[src/rtl/mul_sequencer_pkg.sv]
// mul_sequencer_pkg: shared constants for the iterative multiply sequencer.
//   - operand / status / ALU command widths
//   - ALU command encodings used by the sequencer (ADD, MOV)
//   - 2-bit FSM state encoding
//   - status flag bit positions within {Z,C,N,V}
//   - mul_flags(): builds the flag word written on completion
package mul_sequencer_pkg;

  localparam int REGISTER_FILE_LEN = 32;
  localparam int STATUS_REG_LEN    = 4;
  localparam int EXEC_COMMAND_LEN  = 4;

  localparam logic [EXEC_COMMAND_LEN-1:0] EXEC_MOV = 4'h0;
  localparam logic [EXEC_COMMAND_LEN-1:0] EXEC_ADD = 4'h1;

  // Status word is {Z,C,N,V}, Z in the MSB.
  localparam int FLAG_Z = 3;
  localparam int FLAG_C = 2;
  localparam int FLAG_N = 1;
  localparam int FLAG_V = 0;

  typedef enum logic [1:0] {
    ST_IDLE = 2'b00,
    ST_CALC = 2'b01,
    ST_DONE = 2'b10
  } mul_state_t;

  // Z and N come from the product; C and V are passed through from the
  // status captured at start (the ALU carry/overflow are meaningless here).
  function automatic logic [STATUS_REG_LEN-1:0] mul_flags(
    input logic                      zero,
    input logic                      neg,
    input logic [STATUS_REG_LEN-1:0] latched
  );
    logic [STATUS_REG_LEN-1:0] f;
    f         = latched;
    f[FLAG_Z] = zero;
    f[FLAG_N] = neg;
    return f;
  endfunction

endpackage

[src/rtl/mul_sequencer_if.sv]
// mul_sequencer_if: request/response handshake plus the shared-ALU drive and
// return signals of the multiply sequencer.
//   master: requester side (drives start/operands, models or owns the ALU)
//   slave : the sequencer (drives busy/done/result/status, ALU operands)
interface mul_sequencer_if #(
  parameter int WIDTH = mul_sequencer_pkg::REGISTER_FILE_LEN
);
  // request
  logic                                         start;
  logic [WIDTH-1:0]                             op_a;
  logic [WIDTH-1:0]                             op_b;
  logic                                         set_flags;
  logic [mul_sequencer_pkg::STATUS_REG_LEN-1:0] status_in;
  // response
  logic                                         busy;
  logic                                         done;
  logic [WIDTH-1:0]                             result;
  logic [mul_sequencer_pkg::STATUS_REG_LEN-1:0] status_out;
  logic                                         status_wr;
  // shared ALU
  logic [WIDTH-1:0]                             alu_val_1;
  logic [WIDTH-1:0]                             alu_val_2;
  logic [mul_sequencer_pkg::EXEC_COMMAND_LEN-1:0] alu_exec_cmd;
  logic                                         alu_carry_in;
  logic [WIDTH-1:0]                             alu_res;
  logic [mul_sequencer_pkg::STATUS_REG_LEN-1:0] alu_status;

  modport master (
    output start, op_a, op_b, set_flags, status_in, alu_res, alu_status,
    input  busy, done, result, status_out, status_wr,
           alu_val_1, alu_val_2, alu_exec_cmd, alu_carry_in
  );

  modport slave (
    input  start, op_a, op_b, set_flags, status_in, alu_res, alu_status,
    output busy, done, result, status_out, status_wr,
           alu_val_1, alu_val_2, alu_exec_cmd, alu_carry_in
  );
endinterface

[src/rtl/mul_sequencer.sv]
// mul_sequencer: shift-and-add multiplier that borrows the shared ALU for its
// additions. One multiplier bit is consumed per CALC cycle, stopping as soon
// as the remaining multiplier bits are all zero.
// Ports:
//   clk  - clock, rising edge
//   rst  - asynchronous active-high reset
//   bus  - mul_sequencer_if.slave: start/op_a/op_b/set_flags/status_in in,
//          busy/done/result/status_out/status_wr out, alu_* drive and return
// Product is modulo 2^WIDTH, so signed and unsigned operands give the same bits.
module mul_sequencer
  import mul_sequencer_pkg::*;
#(
  parameter int WIDTH = REGISTER_FILE_LEN
) (
  input  logic            clk,
  input  logic            rst,
  mul_sequencer_if.slave  bus
);

  mul_state_t                state_q, state_d;
  logic [WIDTH-1:0]          acc_q, acc_d;
  logic [WIDTH-1:0]          mcand_q, mcand_d;
  logic [WIDTH-1:0]          mplier_q, mplier_d;
  logic                      sflag_q, sflag_d;
  logic [STATUS_REG_LEN-1:0] stat_q, stat_d;

  logic                      accept;
  logic [WIDTH-1:0]          mplier_nxt;
  logic [STATUS_REG_LEN-1:0] alu_status_unused;

  assign alu_status_unused = bus.alu_status;

  // start is only looked at when not iterating; DONE may accept directly.
  assign accept     = (state_q != ST_CALC) && bus.start;
  assign mplier_nxt = mplier_q >> 1;

  always_ff @(posedge clk or posedge rst) begin
    if (rst) begin
      state_q  <= ST_IDLE;
      acc_q    <= '0;
      mcand_q  <= '0;
      mplier_q <= '0;
      sflag_q  <= 1'b0;
      stat_q   <= '0;
    end else begin
      state_q  <= state_d;
      acc_q    <= acc_d;
      mcand_q  <= mcand_d;
      mplier_q <= mplier_d;
      sflag_q  <= sflag_d;
      stat_q   <= stat_d;
    end
  end

  always_comb begin
    state_d          = state_q;
    acc_d            = acc_q;
    mcand_d          = mcand_q;
    mplier_d         = mplier_q;
    sflag_d          = sflag_q;
    stat_d           = stat_q;
    bus.alu_val_1    = '0;
    bus.alu_val_2    = '0;
    bus.alu_exec_cmd = EXEC_MOV;
    bus.alu_carry_in = 1'b0;

    case (state_q)
      ST_CALC: begin
        bus.alu_val_1    = acc_q;
        bus.alu_val_2    = mcand_q;
        bus.alu_exec_cmd = EXEC_ADD;
        if (mplier_q[0]) acc_d = bus.alu_res;
        mcand_d  = mcand_q << 1;
        mplier_d = mplier_nxt;
        // early exit once no set multiplier bits remain
        if (mplier_nxt == '0) state_d = ST_DONE;
      end
      ST_DONE: state_d = ST_IDLE;
      default: state_d = ST_IDLE;
    endcase

    if (accept) begin
      acc_d    = '0;
      mcand_d  = bus.op_a;
      mplier_d = bus.op_b;
      sflag_d  = bus.set_flags;
      stat_d   = bus.status_in;
      state_d  = (bus.op_b != '0) ? ST_CALC : ST_DONE;
    end
  end

  assign bus.busy      = (state_q == ST_CALC);
  assign bus.done      = (state_q == ST_DONE);
  assign bus.result    = acc_q;
  assign bus.status_wr = bus.done && sflag_q;
  assign bus.status_out = sflag_q ? mul_flags(acc_q == '0, acc_q[WIDTH-1], stat_q)
                                  : stat_q;

endmodule
[src/flat_wrapper.sv]
// flat-port wrapper written by rule: the top's interface ports become plain ports
module mul_sequencer_flat import mul_sequencer_pkg::*;
#(
  parameter int WIDTH = REGISTER_FILE_LEN
)
  (clk, rst, bus_start, bus_op_a, bus_op_b, bus_set_flags, bus_status_in, bus_alu_res, bus_alu_status, bus_busy, bus_done, bus_result, bus_status_out, bus_status_wr, bus_alu_val_1, bus_alu_val_2, bus_alu_exec_cmd, bus_alu_carry_in);
  mul_sequencer_if #(.WIDTH(WIDTH)) bus_i ();
  input  logic clk;
  input  logic rst;
  input wire logic [$bits(bus_i.start)-1:0] bus_start;
  input wire logic [$bits(bus_i.op_a)-1:0] bus_op_a;
  input wire logic [$bits(bus_i.op_b)-1:0] bus_op_b;
  input wire logic [$bits(bus_i.set_flags)-1:0] bus_set_flags;
  input wire logic [$bits(bus_i.status_in)-1:0] bus_status_in;
  input wire logic [$bits(bus_i.alu_res)-1:0] bus_alu_res;
  input wire logic [$bits(bus_i.alu_status)-1:0] bus_alu_status;
  output wire logic [$bits(bus_i.busy)-1:0] bus_busy;
  output wire logic [$bits(bus_i.done)-1:0] bus_done;
  output wire logic [$bits(bus_i.result)-1:0] bus_result;
  output wire logic [$bits(bus_i.status_out)-1:0] bus_status_out;
  output wire logic [$bits(bus_i.status_wr)-1:0] bus_status_wr;
  output wire logic [$bits(bus_i.alu_val_1)-1:0] bus_alu_val_1;
  output wire logic [$bits(bus_i.alu_val_2)-1:0] bus_alu_val_2;
  output wire logic [$bits(bus_i.alu_exec_cmd)-1:0] bus_alu_exec_cmd;
  output wire logic [$bits(bus_i.alu_carry_in)-1:0] bus_alu_carry_in;
  assign bus_i.start = bus_start;
  assign bus_i.op_a = bus_op_a;
  assign bus_i.op_b = bus_op_b;
  assign bus_i.set_flags = bus_set_flags;
  assign bus_i.status_in = bus_status_in;
  assign bus_i.alu_res = bus_alu_res;
  assign bus_i.alu_status = bus_alu_status;
  assign bus_busy = bus_i.busy;
  assign bus_done = bus_i.done;
  assign bus_result = bus_i.result;
  assign bus_status_out = bus_i.status_out;
  assign bus_status_wr = bus_i.status_wr;
  assign bus_alu_val_1 = bus_i.alu_val_1;
  assign bus_alu_val_2 = bus_i.alu_val_2;
  assign bus_alu_exec_cmd = bus_i.alu_exec_cmd;
  assign bus_alu_carry_in = bus_i.alu_carry_in;
  mul_sequencer #(.WIDTH(WIDTH)) u_core (.clk(clk), .rst(rst), .bus(bus_i));
endmodule
[config.mk]
export PLATFORM = sky130hd
export DESIGN_NAME = mul_sequencer_flat
export DESIGN_NICKNAME = d
export VERILOG_FILES = /design/src/rtl/mul_sequencer_pkg.sv /design/src/rtl/mul_sequencer_if.sv /design/src/rtl/mul_sequencer.sv /design/src/flat_wrapper.sv
export SDC_FILE = /design/constraint.sdc
export NUM_CORES = 1
export LEC_CHECK = 0
export CAP_MARGIN = 10
export CORE_UTILIZATION = 46
export DETAILED_ROUTE_END_ITERATION = 8
export PLACE_DENSITY = 0.86
export SLEW_MARGIN = 0
export SYNTH_ARGS = -nofsm -noshare
export SYNTH_HDL_FRONTEND = slang
export SYNTH_SLANG_ARGS = --single-unit
export TNS_END_PERCENT = 100
[constraint.sdc]
create_clock -name clk -period 9.04 [get_ports clk]
set_input_delay 0.904 -clock clk [delete_from_list [all_inputs] [get_ports clk]]
set_output_delay 0.904 -clock clk [all_outputs]
set_load 0.05 [all_outputs]
==> impl_metrics.ini <==
[timing]
fin_tns_setup_ns = 0
fin_crit_sh_pct = 45.3
slew_viol_final = 0
hold_viol_final = 0
rsz0062_at_grt = no
period_minus_slack_ns = 4.10
setup_viol_count_final = 0
max_freq_mhz = 244
worst_pin_slew_ns = 0.870
fin_skew_ns = 0.00606
relSlewSlack_pct = 41.9

[layout]
syn_to_final_growth_pct = 45.9
drive_gt1_share_pct = 4.67
mostFrequentLayoutCell = clkdlybuf4s50_1
final_cell_mix = 206 x clkdlybuf4s50_1, 103 x dfrtp_1, 65 x and2_1
fin_util_pct = 70.0
final_cells = 778
n_antenna_cell = 0
postLayoutCellArea_um2 = 7290
multi_input_area_um2 = 2200
seqCellArea_um2 = 2580
fillers = 762
layout.nets = 745

[clock_network]
cts_tree = built
ctsResizeCount = 0
clockBufferDepth = 2
numClockSinks = 103
cts-htree-levels = 3
clkTransAtPathRegs_ns = 0.09
clock_latency_ns = 0.36
cts_root_buffer = clkbuf_8
ctsHoldBuffers = 0
post-cts-setup-buffers = 0
cts_made_buffers = 9

[drt]
postRouteAntennaNets = 0
dr.pass1.iters = 4
wl_met2_um = 6800
wl_met1_um = 5690
wl_per_cell_um = 17.5
vias = 4151
drc = 0
routed_wl_um = 13600
drt-vias-per-instance = 5.34
wl_met3_um = 735
top_layer_used = met4
drt_iter0_drc = 237

[synth]
synthesis.area_um2 = 5000
synth_area_leader_cell = dfrtp_1
yosys.area.top_type_share_pct = 51.6
synth_compound_area_share_pct = 14.4
syn_area_per_cell_um2 = 11.1
synthSimpleGateAreaFrac_pct = 15.4
synthAdderAreaFrac_pct = 0
synthMuxAreaShare_pct = 13.9
synth.distinct_cells = 29
ys_warn_count = 0
ys_ff_latch = 103
synth_seq_area_share_pct = 51.6
synth_xor_area_share_pct = 0
synth_top_family_by_area = simple AND/OR/NAND/NOR gates
synth_cells = 451
synthTopCellsByArea = dfrtp_1 52%, mux2i_1 13%, and2_1 8.1%

[floorplan]
die_h_um = 106
rows = 37
dieArea_um2 = 11300
die_w_um = 106
core_um2 = 10400
initial_core_util_pct = 48.0
ioPinCount = 216

[setup_path]
path_cells = nand2b_4 > inv_4 > buf_4 > and2_1 > clkdlybuf4s50_1
r2r-end = u_core.bus.result[8]
worstPathArrival_ns = 3.19
timing.rr.start = u_core.state_q[1]
critPathMaxStageDelay_ns = 0.82
reg2regPathDepth = 7
critPathTopFamily = buffers and inverters
cp.required_ns = 8.14
critPathLaunchType = register
worst_path_max_delay_cell = clkdlybuf4s50_1
ff2ff_setup_slack_ns = 6.08
crit_buf_inv = 3
cp_max_fo = 99
crit_path_end_kind = output pin
path_class = reg -> out

[worst_hold_path]
holdCritPathClass = reg -> reg
whs_path_depth = 2
min_to = u_core.mplier_q[18]
min_from = u_core.mplier_q[19]

[grt]
antenna_found_initial = 0
overflow = 0
grt_usage_pct = 24.9
grt_pass1_vias = 4239
grt_pass1_wl_um = 21900
grt_max_degree = 100

[job]
maxCapViolCount = 0

[placement]
placed_cell_area_um2 = 7070
dp_cells = 762
dp_hpwl_um = 10100
port-buffer-count = 207
globalplace.congestion = 0.844

[power]
ir_worst_vdd_uv = 360
finalPower_w = 0.00273
leakagePower_nw = 3.19
power.density_nw_per_um2 = 374

[status]
outcome = finished clean
[power by group]
part           internal (W)  total [W]  switching (W)
Combinational      0.000582    0.00159        0.00101
Clock              0.000171   0.000318       0.000147
Sequential         0.000650   0.000814       0.000164
[routing by layer]
metal  global-route usage [%]  vias to the layer above
met4                     10.1                        0
met3                     6.19                       30
met1                     31.1                     2007
met2                     41.1                      139
li1                         -                     1975
met5                        0                        -
[state kept, by name, summed over array words and instances, names as in the netlist]
register,flops
u_core.mplier_q,32
u_core.stat_q,4
u_core.sflag_q,1
u_core.mcand_q,32
u_core.state_q,2
u_core.bus.result,32
[worst register-to-register path: stages (launching register included)]
cell      delay [ns]
dfrtp_1         0.38
nand2b_4        0.18
inv_4           0.41
buf_4           0.72
and2_1          0.26
buf_4           0.35
a21oi_4         0.24
a22o_1          0.30
[layout make-up]
type / count / area share (%)
inverters: 4 / 0.275
repair buffers: 211 / 28.8
multi-input cells: 308 / 30.2
well taps: 136 / 2.33
clock inverters: 3 / 0.893
clock buffers: 13 / 2.18
flip-flops and latches: 103 / 35.4
[worst max-delay path by stage]
stage	from	to	cells after the start	slack [ns]
after global placement	u_core.state_q[1]	bus_alu_val_2[18]	5	5.40
after floorplan	rst	u_core.bus.result[0]	1	5.43
after CTS	u_core.state_q[1]	bus_alu_val_2[22]	5	4.90
after detailed placement	u_core.state_q[1]	bus_alu_val_2[22]	5	5.33
after global routing	u_core.state_q[1]	bus_alu_val_2[15]	5	4.70
final	u_core.state_q[1]	bus_alu_val_2[22]	5	4.94
[Yosys cell counts]
| library cell | count |
|---|---|
| o21ai_0 | 6 |
| nor4_1 | 20 |
| buf_4 | 8 |
| nor3_1 | 2 |
| nor2_1 | 4 |
| or4_1 | 2 |
| conb_1 | 1 |
| dfrtp_1 | 103 |
| and2_1 | 65 |
| o22ai_1 | 1 |
| clkbuf_1 | 14 |
| nor2b_1 | 1 |
| buf_2 | 14 |
| mux2i_1 | 64 |
| o21ai_1 | 26 |
| o22ai_2 | 1 |
| inv_1 | 3 |
| and2_2 | 1 |
| nand4_1 | 5 |
| inv_2 | 1 |
| nor4b_1 | 1 |
| nand2b_4 | 1 |
| a22o_1 | 33 |
| buf_6 | 3 |
| mux2_2 | 5 |
| nand3_1 | 2 |
| o21bai_1 | 31 |
| a21oi_4 | 1 |
| nand2_1 | 32 |
[kinds of logic after synthesis]
family	after synthesis
AND/OR/NAND/NOR	136
flip-flops	103
AO/OA/AOI/OAI	99
multiplexers	69
buffers and inverters	43
other	1
[through the flow]
| step | setup slack, ns | hold WS, ns |
|---|---|---|
| floorplan | 5.43 | 0.471 |
| global placement | 5.40 | 0.489 |
| detailed placement | 5.33 | 0.499 |
| CTS | 4.90 | 0.528 |
| global route | 4.70 | 0.558 |
| finish | 4.94 | 0.523 |
No activity file was read; power rests on OpenSTA's default activity.
